<file path="src/rtl/instr_encoder_pkg.sv">
// RV32I encoder shared types: instruction formats, base opcodes, immediate limits.
// Pure declarations; no timing or backpressure.
package r2rv_pkg;

  typedef enum logic [2:0] {
    FMT_R = 3'd0,
    FMT_I = 3'd1,
    FMT_S = 3'd2,
    FMT_B = 3'd3,
    FMT_U = 3'd4,
    FMT_J = 3'd5
  } fmt_t;

  localparam logic [6:0] OP_LUI    = 7'b0110111;
  localparam logic [6:0] OP_AUIPC  = 7'b0010111;
  localparam logic [6:0] OP_JAL    = 7'b1101111;
  localparam logic [6:0] OP_JALR   = 7'b1100111;
  localparam logic [6:0] OP_BRANCH = 7'b1100011;
  localparam logic [6:0] OP_LOAD   = 7'b0000011;
  localparam logic [6:0] OP_STORE  = 7'b0100011;
  localparam logic [6:0] OP_IMM    = 7'b0010011;
  localparam logic [6:0] OP_REG    = 7'b0110011;
  localparam logic [6:0] OP_FENCE  = 7'b0001111;
  localparam logic [6:0] OP_SYSTEM = 7'b1110011;

  // Branch and jump targets are byte offsets, so their upper limits are even.
  localparam int IMM12_MIN = -2048;
  localparam int IMM12_MAX = 2047;
  localparam int IMMB_MIN  = -4096;
  localparam int IMMB_MAX  = 4094;
  localparam int IMMJ_MIN  = -1048576;
  localparam int IMMJ_MAX  = 1048574;

  function automatic logic imm_in_range(input logic [31:0] imm, input int lo, input int hi);
    return ($signed(imm) >= lo) && ($signed(imm) <= hi);
  endfunction

endpackage

</file>
<file path="src/rtl/instr_encoder_if.sv">
// Field-bundle input and encoded-word output of the encoder, valid/ready on both sides.
// The master drives bundles and consumes words; the slave is the encoder.
interface instr_encoder_if;

  logic        in_valid;
  logic        in_ready;
  logic [2:0]  in_fmt;
  logic [6:0]  in_opcode;
  logic [2:0]  in_funct3;
  logic [6:0]  in_funct7;
  logic [4:0]  in_rd;
  logic [4:0]  in_rs1;
  logic [4:0]  in_rs2;
  logic [31:0] in_imm;

  logic        out_valid;
  logic        out_ready;
  logic [31:0] out_instr;
  logic        out_err;

  modport master (
    output in_valid, in_fmt, in_opcode, in_funct3, in_funct7,
           in_rd, in_rs1, in_rs2, in_imm, out_ready,
    input  in_ready, out_valid, out_instr, out_err
  );

  modport slave (
    input  in_valid, in_fmt, in_opcode, in_funct3, in_funct7,
           in_rd, in_rs1, in_rs2, in_imm, out_ready,
    output in_ready, out_valid, out_instr, out_err
  );

endinterface

</file>
<file path="src/rtl/instr_encoder_enc_fifo2.sv">
// Two-entry valid/ready queue, head held in a register: 1 cycle push-to-output latency.
// push_rdy_o depends only on occupancy, so no ready path runs through from the pop side.
module enc_fifo2 #(
  parameter int W = 33
) (
  input  logic         clk,
  input  logic         rst_n,
  input  logic         push_vld_i,
  output logic         push_rdy_o,
  input  logic [W-1:0] push_dat_i,
  output logic         pop_vld_o,
  input  logic         pop_rdy_i,
  output logic [W-1:0] pop_dat_o
);

  logic [1:0]   count_q, count_d;
  logic [W-1:0] head_q, head_d;
  logic [W-1:0] tail_q, tail_d;
  logic         push, pop;

  assign push_rdy_o = (count_q != 2'd2);
  assign pop_vld_o  = (count_q != 2'd0);
  assign pop_dat_o  = head_q;
  assign push       = push_vld_i && push_rdy_o;
  assign pop        = pop_vld_o && pop_rdy_i;

  always_ff @(posedge clk or negedge rst_n) begin
    if (!rst_n) begin
      count_q <= 2'd0;
      head_q  <= '0;
      tail_q  <= '0;
    end else begin
      count_q <= count_d;
      head_q  <= head_d;
      tail_q  <= tail_d;
    end
  end

  // Push and pop together only happens at count 1 (empty cannot pop, full cannot push).
  always_comb begin
    count_d = count_q;
    head_d  = head_q;
    tail_d  = tail_q;
    case ({push, pop})
      2'b10: begin
        if (count_q == 2'd0) head_d = push_dat_i;
        else                 tail_d = push_dat_i;
        count_d = count_q + 2'd1;
      end
      2'b01: begin
        if (count_q == 2'd2) head_d = tail_q;
        count_d = count_q - 2'd1;
      end
      2'b11: begin
        head_d = push_dat_i;
      end
      default: ;
    endcase
  end

endmodule

</file>
<file path="src/rtl/instr_encoder.sv">
// Packs RV32I fields into a 32-bit word with an immediate range check; 1 cycle latency.
// Output queued in a 2-entry buffer; in_ready drops only when both entries are full.
module instr_encoder
  import r2rv_pkg::*;
#(
  parameter int CNT_W = 16
) (
  input  logic             clk,
  input  logic             rst_n,
  instr_encoder_if.slave   bus,
  output logic [CNT_W-1:0] enc_count,
  output logic [CNT_W-1:0] err_count
);

  fmt_t        fmt;
  logic [31:0] imm;
  logic [31:0] enc_instr;
  logic        enc_err;
  logic [32:0] head_dat;
  logic        pop;

  logic [CNT_W-1:0] enc_count_q, enc_count_d;
  logic [CNT_W-1:0] err_count_q, err_count_d;

  assign fmt = fmt_t'(bus.in_fmt);
  assign imm = bus.in_imm;

  always_comb begin
    enc_instr = '0;
    enc_err   = 1'b0;
    case (fmt)
      FMT_R: begin
        enc_instr = {bus.in_funct7, bus.in_rs2, bus.in_rs1, bus.in_funct3,
                     bus.in_rd, bus.in_opcode};
      end
      FMT_I: begin
        enc_instr = {imm[11:0], bus.in_rs1, bus.in_funct3, bus.in_rd, bus.in_opcode};
        enc_err   = !imm_in_range(imm, IMM12_MIN, IMM12_MAX);
      end
      FMT_S: begin
        enc_instr = {imm[11:5], bus.in_rs2, bus.in_rs1, bus.in_funct3,
                     imm[4:0], bus.in_opcode};
        enc_err   = !imm_in_range(imm, IMM12_MIN, IMM12_MAX);
      end
      FMT_B: begin
        enc_instr = {imm[12], imm[10:5], bus.in_rs2, bus.in_rs1, bus.in_funct3,
                     imm[4:1], imm[11], bus.in_opcode};
        enc_err   = !imm_in_range(imm, IMMB_MIN, IMMB_MAX) || imm[0];
      end
      FMT_U: begin
        enc_instr = {imm[31:12], bus.in_rd, bus.in_opcode};
        enc_err   = |imm[11:0];
      end
      FMT_J: begin
        enc_instr = {imm[20], imm[10:1], imm[11], imm[19:12], bus.in_rd, bus.in_opcode};
        enc_err   = !imm_in_range(imm, IMMJ_MIN, IMMJ_MAX) || imm[0];
      end
      // Encodings 6 and 7 are not formats: emit an all-zero word flagged as bad.
      default: begin
        enc_instr = '0;
        enc_err   = 1'b1;
      end
    endcase
  end

  enc_fifo2 #(
    .W(33)
  ) u_fifo (
    .clk        (clk),
    .rst_n      (rst_n),
    .push_vld_i (bus.in_valid),
    .push_rdy_o (bus.in_ready),
    .push_dat_i ({enc_err, enc_instr}),
    .pop_vld_o  (bus.out_valid),
    .pop_rdy_i  (bus.out_ready),
    .pop_dat_o  (head_dat)
  );

  assign bus.out_err   = head_dat[32];
  assign bus.out_instr = head_dat[31:0];
  assign pop           = bus.out_valid && bus.out_ready;

  // enc_count wraps; err_count sticks at all-ones so a long run never hides errors.
  always_comb begin
    enc_count_d = enc_count_q;
    err_count_d = err_count_q;
    if (pop) begin
      enc_count_d = enc_count_q + CNT_W'(1);
      if (bus.out_err && (err_count_q != {CNT_W{1'b1}})) begin
        err_count_d = err_count_q + CNT_W'(1);
      end
    end
  end

  always_ff @(posedge clk or negedge rst_n) begin
    if (!rst_n) begin
      enc_count_q <= '0;
      err_count_q <= '0;
    end else begin
      enc_count_q <= enc_count_d;
      err_count_q <= err_count_d;
    end
  end

  assign enc_count = enc_count_q;
  assign err_count = err_count_q;

endmodule
</file>
<file path="src/flat_wrapper.sv">
// flat-port wrapper written by rule: the top's interface ports become plain ports
module instr_encoder_flat import r2rv_pkg::*;
#(
  parameter int CNT_W = 16
)
  (clk, rst_n, enc_count, err_count, bus_in_valid, bus_in_fmt, bus_in_opcode, bus_in_funct3, bus_in_funct7, bus_in_rd, bus_in_rs1, bus_in_rs2, bus_in_imm, bus_out_ready, bus_in_ready, bus_out_valid, bus_out_instr, bus_out_err);
  instr_encoder_if bus_i ();
  input  logic clk;
  input  logic rst_n;
  output logic [CNT_W-1:0] enc_count;
  output logic [CNT_W-1:0] err_count;
  input wire logic [$bits(bus_i.in_valid)-1:0] bus_in_valid;
  input wire logic [$bits(bus_i.in_fmt)-1:0] bus_in_fmt;
  input wire logic [$bits(bus_i.in_opcode)-1:0] bus_in_opcode;
  input wire logic [$bits(bus_i.in_funct3)-1:0] bus_in_funct3;
  input wire logic [$bits(bus_i.in_funct7)-1:0] bus_in_funct7;
  input wire logic [$bits(bus_i.in_rd)-1:0] bus_in_rd;
  input wire logic [$bits(bus_i.in_rs1)-1:0] bus_in_rs1;
  input wire logic [$bits(bus_i.in_rs2)-1:0] bus_in_rs2;
  input wire logic [$bits(bus_i.in_imm)-1:0] bus_in_imm;
  input wire logic [$bits(bus_i.out_ready)-1:0] bus_out_ready;
  output wire logic [$bits(bus_i.in_ready)-1:0] bus_in_ready;
  output wire logic [$bits(bus_i.out_valid)-1:0] bus_out_valid;
  output wire logic [$bits(bus_i.out_instr)-1:0] bus_out_instr;
  output wire logic [$bits(bus_i.out_err)-1:0] bus_out_err;
  assign bus_i.in_valid = bus_in_valid;
  assign bus_i.in_fmt = bus_in_fmt;
  assign bus_i.in_opcode = bus_in_opcode;
  assign bus_i.in_funct3 = bus_in_funct3;
  assign bus_i.in_funct7 = bus_in_funct7;
  assign bus_i.in_rd = bus_in_rd;
  assign bus_i.in_rs1 = bus_in_rs1;
  assign bus_i.in_rs2 = bus_in_rs2;
  assign bus_i.in_imm = bus_in_imm;
  assign bus_i.out_ready = bus_out_ready;
  assign bus_in_ready = bus_i.in_ready;
  assign bus_out_valid = bus_i.out_valid;
  assign bus_out_instr = bus_i.out_instr;
  assign bus_out_err = bus_i.out_err;
  instr_encoder #(.CNT_W(CNT_W)) u_core (.clk(clk), .rst_n(rst_n), .bus(bus_i), .enc_count(enc_count), .err_count(err_count));
endmodule
</file>
<file path="config.mk">
export PLATFORM = sky130hd
export DESIGN_NAME = instr_encoder_flat
export DESIGN_NICKNAME = d
export VERILOG_FILES = /design/src/rtl/instr_encoder_pkg.sv /design/src/rtl/instr_encoder_if.sv /design/src/rtl/instr_encoder_enc_fifo2.sv /design/src/rtl/instr_encoder.sv /design/src/flat_wrapper.sv
export SDC_FILE = /design/constraint.sdc
export NUM_CORES = 1
export LEC_CHECK = 0
export ABC_AREA = 1
export CORE_MARGIN = 3
export CORE_UTILIZATION = 50
export DETAILED_ROUTE_END_ITERATION = 8
export GPL_ROUTABILITY_DRIVEN = 0
export PLACE_DENSITY_LB_ADDON = 0.12
export SLEW_MARGIN = 0
export SYNTH_ARGS = -nofsm -noshare
export SYNTH_HDL_FRONTEND = slang
export SYNTH_HIERARCHICAL = 1
export SYNTH_SLANG_ARGS = --single-unit
export TNS_END_PERCENT = 20
</file>
<file path="constraint.sdc">
create_clock -name clk -period 2 [get_ports clk]
set_input_delay 0.3 -clock clk [delete_from_list [all_inputs] [get_ports clk]]
set_output_delay 0.3 -clock clk [all_outputs]
set_load 0.01 [all_outputs]
</file>
==> metrics.txt, run 1 <==
Pre-antenna DRT Iters=5; #FFs+latches synth=100; final setup fails=0; flip-flop cell with the highest count after synthesis=sky130_fd_sc_hd__dfrtp_1; WL/cell=between 10 and 15 µm; TritonCTS clock tree=yes; average size of a mapped cell=~7.3 µm²; HPWL after detailed placement=11600 µm; final net count=~1000; start of the worst register-to-register path=u_core/u_fifo/count_q[1]$_DFFE_PN0P_; most common cell after layout, fill and taps aside=sky130_fd_sc_hd__nand2_1; worst setup slack for register-to-register paths=approximately 190 ps; wire length of the first global-routing pass=25800 µm; diodes inserted=0; remaining design rule violation count=0; final total power=approximately 0.0084 W; highest clock rate=approximately 520 MHz; Vias per Instance=5.18; period utilisation layout=0.958; maximum number of pins on one net before global-route repair=55; effective utilization at floorplan=0.520; clock root cell=sky130_fd_sc_hd__clkbuf_16; Synthesized Nets=between 800 and 900; total internal power=approximately 0.0054 W; Die ar.=12700 µm²; final hold viol count=0; highest fanout seen on the critical path=4; final critical-path required period=1920 ps; detailed-route via count=5716; final non-filler cell total=around 1100; commonest cells after routing, fill and taps aside=sky130_fd_sc_hd__nand2_1 (274), sky130_fd_sc_hd__clkdlybuf4s50_1 (132), sky130_fd_sc_hd__dfrtp_1 (100), sky130_fd_sc_hd__inv_1 (93), sky130_fd_sc_hd__nor2_1 (59); area share of the leading cell type in the synthesized netlist=0.438; largest buffer count on any clock path=2; sequential share of power=0.383; setup clock skew after layout=8.21 ps; Async SR Flop Fraction=1.00; Inserted Clock Buffers=9; total of warnings raised by yosys=6; R2R depth=12; IR drop worst, VDD=roughly 1.1 mV; dominant cell type by area after synthesis=sky130_fd_sc_hd__dfrtp_1; worst-skew pair later-pin latency=~340 ps; clock network fraction of total power=0.208; signed area change from the synthesized netlist to the final layout=37.4%; aggregate global-route resource usage=0.243; clock sinks=100; critical path start-end classification=in -> reg; WHS=slightly above 400 ps; Mapped Cells=between 700 and 800; count of cell types in the netlist=33; Max-cap violations=0; endpoint type of the worst setup path=flip-flop; Switching Fraction=0.363; mapped cell area=5720 µm²; relative contribution of combinational cells to total power=0.409; top-level port count=between 100 and 150; share of cells above drive strength 1=0.0945; worst slew pin tran=between 400 and 500 ps; final WL=about 15000 µm; number of nets still failing antenna checks after routing=0; Pwr Density=between 1000 and 1500 nW/µm²; number of synthesized flops with an enable pin=0; number of H-tree levels=3; final standard cell area without fillers=slightly below 8000 µm²; run status=completed; number of antenna violations at the first check in global routing=0; type of the most critical hold path=in -> async; CTS clock-pin slew for the worst setup and hold paths=70 ps; WP data required=2270 ps; DR iter-0 viols=~390; Inst Count DP=about 1100; LEAKAGE=roughly 3.8 nW; endpoint arrival time on the critical path=between 2000 and 2500 ps; via count of the first global-routing pass=around 5600; capture instance of the worst register-to-register path=u_core/enc_count[14]$_DFFE_PN0P_; slew margin rel.=0.705; die span in x=between 100 and 150 µm; port buffer count=~140; overflow left after global routing=0; row count=38; cell area after placement=approximately 7500 µm²; synth top area cells=sky130_fd_sc_hd__dfrtp_1 (44%), sky130_fd_sc_hd__nand2_1 (18%), sky130_fd_sc_hd__inv_1 (6.1%), sky130_fd_sc_hd__o21ai_0 (5.0%), sky130_fd_sc_hd__nand3_1 (4.5%); setup repair after global routing missed its margin=true; Slew Limit Fails=0; core outline area=between 10000 and 15000 µm²; net switching power of the design=between 0.003 and 0.004 W; Die Span Y=approximately 110 µm; share of the yosys chip area belonging to registers=0.438; launching element type of the critical path=input pin
through the flow:
stage / setup WS, ps / TNS [ps] / util
after floorplan: 312 / 0 / -
after global placement: -159 / -327 / 0.685
after detailed placement: -202 / -631 / 0.685
after CTS: 144 / 0 / 0.713
after global routing: -48.0 / -68.5 / 0.715
final: 85.0 / 0 / 0.715
synthesized netlist by cell type, drive strengths merged (7+ instances only):
master / count
nand2: 286
dfrtp: 100
inv: 97
o21ai: 84
nor2: 65
nand3: 51
buf: 22
xnor2: 16
xor2: 15
nand4: 10
nor3: 7
power by group through the flow:
stage                     Sequential (W)  Clock (W)  Combinational, W
after floorplan                  0.00334          0           0.00184
final                            0.00323    0.00176           0.00345
after global routing             0.00332    0.00188           0.00385
after CTS                        0.00323    0.00179           0.00348
after global placement           0.00322          0           0.00337
after detailed placement         0.00326          0           0.00346
worst max-delay path: stages:
cell	delay (ps)
sky130_fd_sc_hd__clkdlybuf4s50_1	560
sky130_fd_sc_hd__nand2_1	110
sky130_fd_sc_hd__nor2_1	100
sky130_fd_sc_hd__nand4_1	200
sky130_fd_sc_hd__o21a_1	240
sky130_fd_sc_hd__nor2_1	80
sky130_fd_sc_hd__nand2_1	50
sky130_fd_sc_hd__nand3_1	80
sky130_fd_sc_hd__nand2_1	50
sky130_fd_sc_hd__nand2_1	60
sky130_fd_sc_hd__inv_1	60
sky130_fd_sc_hd__o21ai_0	130
sky130_fd_sc_hd__nand3_1	90
sky130_fd_sc_hd__nand2_1	80
sequential cells by signal (all words and copies together) (netlist names):
| register | count |
|---|---|
| u_core/err_count | 16 |
| u_core/enc_count | 16 |
| u_core/u_fifo/pop_dat_o | 33 |
| u_core/u_fifo/tail_q | 33 |
| u_core/u_fifo/count_q | 2 |
layer usage:
metal	routed length (µm)	vias up	GRT usage
li1	-	2824	-
met1	6420	2678	0.310
met2	7710	196	0.427
met3	757	18	0.0332
met4	239	0	0.0745
met5	0	-	0
how the worst max path moves through the flow:
stage,start,endpoint,slack (ps),cells past startpoint
3_5_place_dp,bus_in_imm[12],u_core/u_fifo/pop_dat_o[32]$_DFFE_PN0P_,-200,14
5_1_grt,bus_in_fmt[0],u_core/u_fifo/pop_dat_o[32]$_DFFE_PN0P_,-50,15
4_1_cts,bus_in_imm[12],u_core/u_fifo/pop_dat_o[32]$_DFFE_PN0P_,140,14
3_3_place_gp,bus_in_imm[12],u_core/u_fifo/pop_dat_o[32]$_DFFE_PN0P_,-160,14
2_1_floorplan,u_core/u_fifo/count_q[0]$_DFFE_PN0P_,u_core/enc_count[14]$_DFFE_PN0P_,310,12
6_report,bus_in_imm[12],u_core/u_fifo/pop_dat_o[32]$_DFFE_PN0P_,80,14
area by class of cell:
type	count	area, µm²
clock buffers	11	243
clock inverters	5	61.3
fillers	860	3130
inverters	98	368
multi-input cells	562	2670
flip-flops and latches	100	2500
well taps	140	175
repair buffers	187	1830
cell families after synthesis:
kind of cell	after synthesis	synth area share
XOR/XNOR	31	0.0475
AO/OA/AOI/OAI	102	0.0990
flip-flops	100	0.438
AND/OR/NAND/NOR	425	0.311
adder cells (fa/ha/maj)	4	0.00876
buffers and inverters	126	0.0963
timing repair:
item                       CTS  global route
hold buffers                 1             0
hold endpoints to repair    23             0
resized for setup            0             9
setup buffers                0             0
setup endpoints to repair    0             6
No activity file was read; power rests on OpenSTA's default activity.
==> run 2, diff against run 1 <==
--- a/config.mk
+++ b/config.mk
@@ -10,6 +10,7 @@
 export CORE_UTILIZATION = 50
 export DETAILED_ROUTE_END_ITERATION = 8
 export GPL_ROUTABILITY_DRIVEN = 0
+export GPL_TIMING_DRIVEN = 0
 export PLACE_DENSITY_LB_ADDON = 0.12
 export SLEW_MARGIN = 0
 export SYNTH_ARGS = -nofsm -noshare
==> constraint.sdc (replaced) <==
create_clock -name clk -period 1.84 [get_ports clk]
set_input_delay 0.276 -clock clk [delete_from_list [all_inputs] [get_ports clk]]
set_output_delay 0.276 -clock clk [all_outputs]
set_load 0.01 [all_outputs]
==> metrics.txt, run 2 (synthesis results as in run 1) <==
CTS clock-pin slew for the worst setup and hold paths=60 ps (about the same); row count=38 (unchanged); Critical Path Source=u_core/u_fifo/count_q[1]$_DFFE_PN0P_; IR drop worst, VDD=1.13 mV (-0.69%); port buffer count=136 (-0.73%); commonest cells after routing, fill and taps aside=sky130_fd_sc_hd__nand2_1 (270), sky130_fd_sc_hd__clkdlybuf4s50_1 (111), sky130_fd_sc_hd__dfrtp_1 (100), sky130_fd_sc_hd__inv_1 (85); share of cells above drive strength 1=0.113 (+0.0188); Max-cap violations=0 (unchanged); Die Span Y=113 µm (unchanged); capture instance of the worst register-to-register path=u_core/enc_count[14]$_DFFE_PN0P_; overflow left after global routing=0 (unchanged); HPWL after detailed placement=11900 µm (+3.0%); wire length of the first global-routing pass=26000 µm (+0.72%); endpoint type of the worst setup path=output port; setup repair after global routing missed its margin=true; R2R depth=9 (-3); die span in x=113 µm (unchanged); Pwr Density=1190 nW/µm² (+11%); start of the worst register-to-register path=u_core/enc_count[1]$_DFFE_PN0P_; slew margin rel.=0.670 (-0.0346); number of H-tree levels=3 (unchanged); LEAKAGE=3.94 nW (+2.4%); clock sinks=100 (unchanged); Inserted Clock Buffers=9 (unchanged); Pre-antenna DRT Iters=5 (unchanged); library cell contributing the largest single delay on the critical path=sky130_fd_sc_hd__clkdlybuf4s50_1; clock root cell=sky130_fd_sc_hd__clkbuf_16; type of the most critical hold path=in -> reg; WL/cell=14.4 µm (+4.7%); worst slew pin tran=495 ps (+56.0 ps); remaining design rule violation count=0 (unchanged); highest fanout seen on the critical path=2 (-2); worst setup slack for register-to-register paths=110 ps (-80 ps); critical path start-end classification=reg -> out; period utilisation layout=0.960; number of nets still failing antenna checks after routing=0 (unchanged); TritonCTS clock tree=yes; highest clock rate=566 MHz; final hold viol count=0 (unchanged); largest buffer count on any clock path=2 (unchanged); top-level port count=138 (unchanged); cell-by-cell listing of the critical path=buf_4, nand2_2, clkdlybuf4s50_1; Die ar.=12700 µm² (unchanged); WP data required=1560 ps (-710 ps); final net count=1025 (-0.77%); via count of the first global-routing pass=5580 (-0.82%); utilization after layout=0.716 (+0.00125); endpoint arrival time on the critical path=1490 ps (-700 ps); cell class contributing the biggest share of worst-path delay=buffers and inverters; core outline area=11000 µm² (unchanged); setup tns final=0 ps (unchanged); effective utilization at floorplan=0.520 (unchanged); diodes inserted=0 (unchanged); detailed-route via count=5700 (-0.28%); number of cells on the critical path=3 (-11); final setup fails=0 (unchanged); most common cell after layout, fill and taps aside=sky130_fd_sc_hd__nand2_1; aggregate global-route resource usage=0.248 (+0.00502); Worst path max stage delay=530 ps (-30 ps); Slew Limit Fails=0 (unchanged); worst-skew pair later-pin latency=350 ps (about the same); setup clock skew after layout=4.68 ps (-3.53 ps); maximum number of pins on one net before global-route repair=66 (+20%); worst setup path endpoint=bus_in_ready; signed area change from the synthesized netlist to the final layout=37.7%; DR iter-0 viols=423 (+7.6%); critical path buffer and inverter count=2 (unchanged); final WL=15700 µm (+3.7%); run status=completed; launching element type of the critical path=flip-flop; Vias per Instance=5.22 (+0.63%); final critical-path required period=between 1500 and 2000 ps; number of antenna violations at the first check in global routing=0 (unchanged)
run 2: worst reg2reg max path, stage by stage (launching register included):
cell and delay (ps):
sky130_fd_sc_hd__dfrtp_1 440, sky130_fd_sc_hd__ha_1 240, sky130_fd_sc_hd__nand2_4 80, sky130_fd_sc_hd__nor2_4 140
sky130_fd_sc_hd__nand2_2 80, sky130_fd_sc_hd__nor2_4 120, sky130_fd_sc_hd__nand4_1 130, sky130_fd_sc_hd__nor2_2 170
sky130_fd_sc_hd__nand2_1 80, sky130_fd_sc_hd__xnor2_1 130
run 2: through the flow:
stage	setup slack, ps	cell area [µm²]	total power (W)	instances	hold slack, ps
finish	73.6	7870	0.00939	1093	410
global route	-61.1	7870	0.0101	1093	474
CTS	-18.7	7630	0.00927	1082	439
detailed placement	-541	7280	0.00733	1065	271
global placement	-3150	7250	0.00717	1064	458
floorplan	152	5720	0.00563	788	-19.6
run 2: layout make-up:
type,count,area (µm²)
repair buffers,151,1540
plain buffers,28,190
clock inverters,4,51.3
flip-flops and latches,100,2500
inverters,98,370
well taps,140,175
fillers,915,3120
multi-input cells,562,2800
clock buffers,10,239
run 2: worst min-delay path by stage:
stage	start	endpoint	cells past startpoint	slack [ps]
floorplan	rst_n	u_core/enc_count[0]$_DFFE_PN0P_	0	-20
global placement	u_core/u_fifo/pop_dat_o[14]$_DFFE_PN0P_	u_core/u_fifo/pop_dat_o[14]$_DFFE_PN0P_	2	460
detailed placement	rst_n	u_core/err_count[8]$_DFFE_PN0P_	1	270
CTS	rst_n	u_core/err_count[8]$_DFFE_PN0P_	2	440
global route	bus_in_imm[14]	u_core/u_fifo/tail_q[14]$_DFFE_PN0P_	5	470
finish	bus_in_imm[14]	u_core/u_fifo/tail_q[14]$_DFFE_PN0P_	5	410
run 2: routing by layer:
metal	wire, µm	vias to the layer above	global-route usage
met1	6520	2684	0.306
met2	8110	181	0.442
met3	770	23	0.0422
met4	286	0	0.0761
li1	-	2812	-
met5	0	-	0
run 2: report_power, final:
part / internal (W) / switching (W) / leakage (nW)
logic: 0.00190 / 0.00211 / 2.51
registers: 0.00298 / 0.000529 / 1.29
clock network: 0.00108 / 0.000801 / 0.140
total: 0.00595 / 0.00344 / 3.94
run 2: timing repair:
action / in CTS / in global routing
cloned: 0 / 0
endpoints found under the hold margin: 35 / 0
setup buffers: 2 / 11
gates resized for setup: 18 / 61
hold buffers: 1 / 0
pin swaps: 0 / 16
setup endpoints to repair: 17 / 51
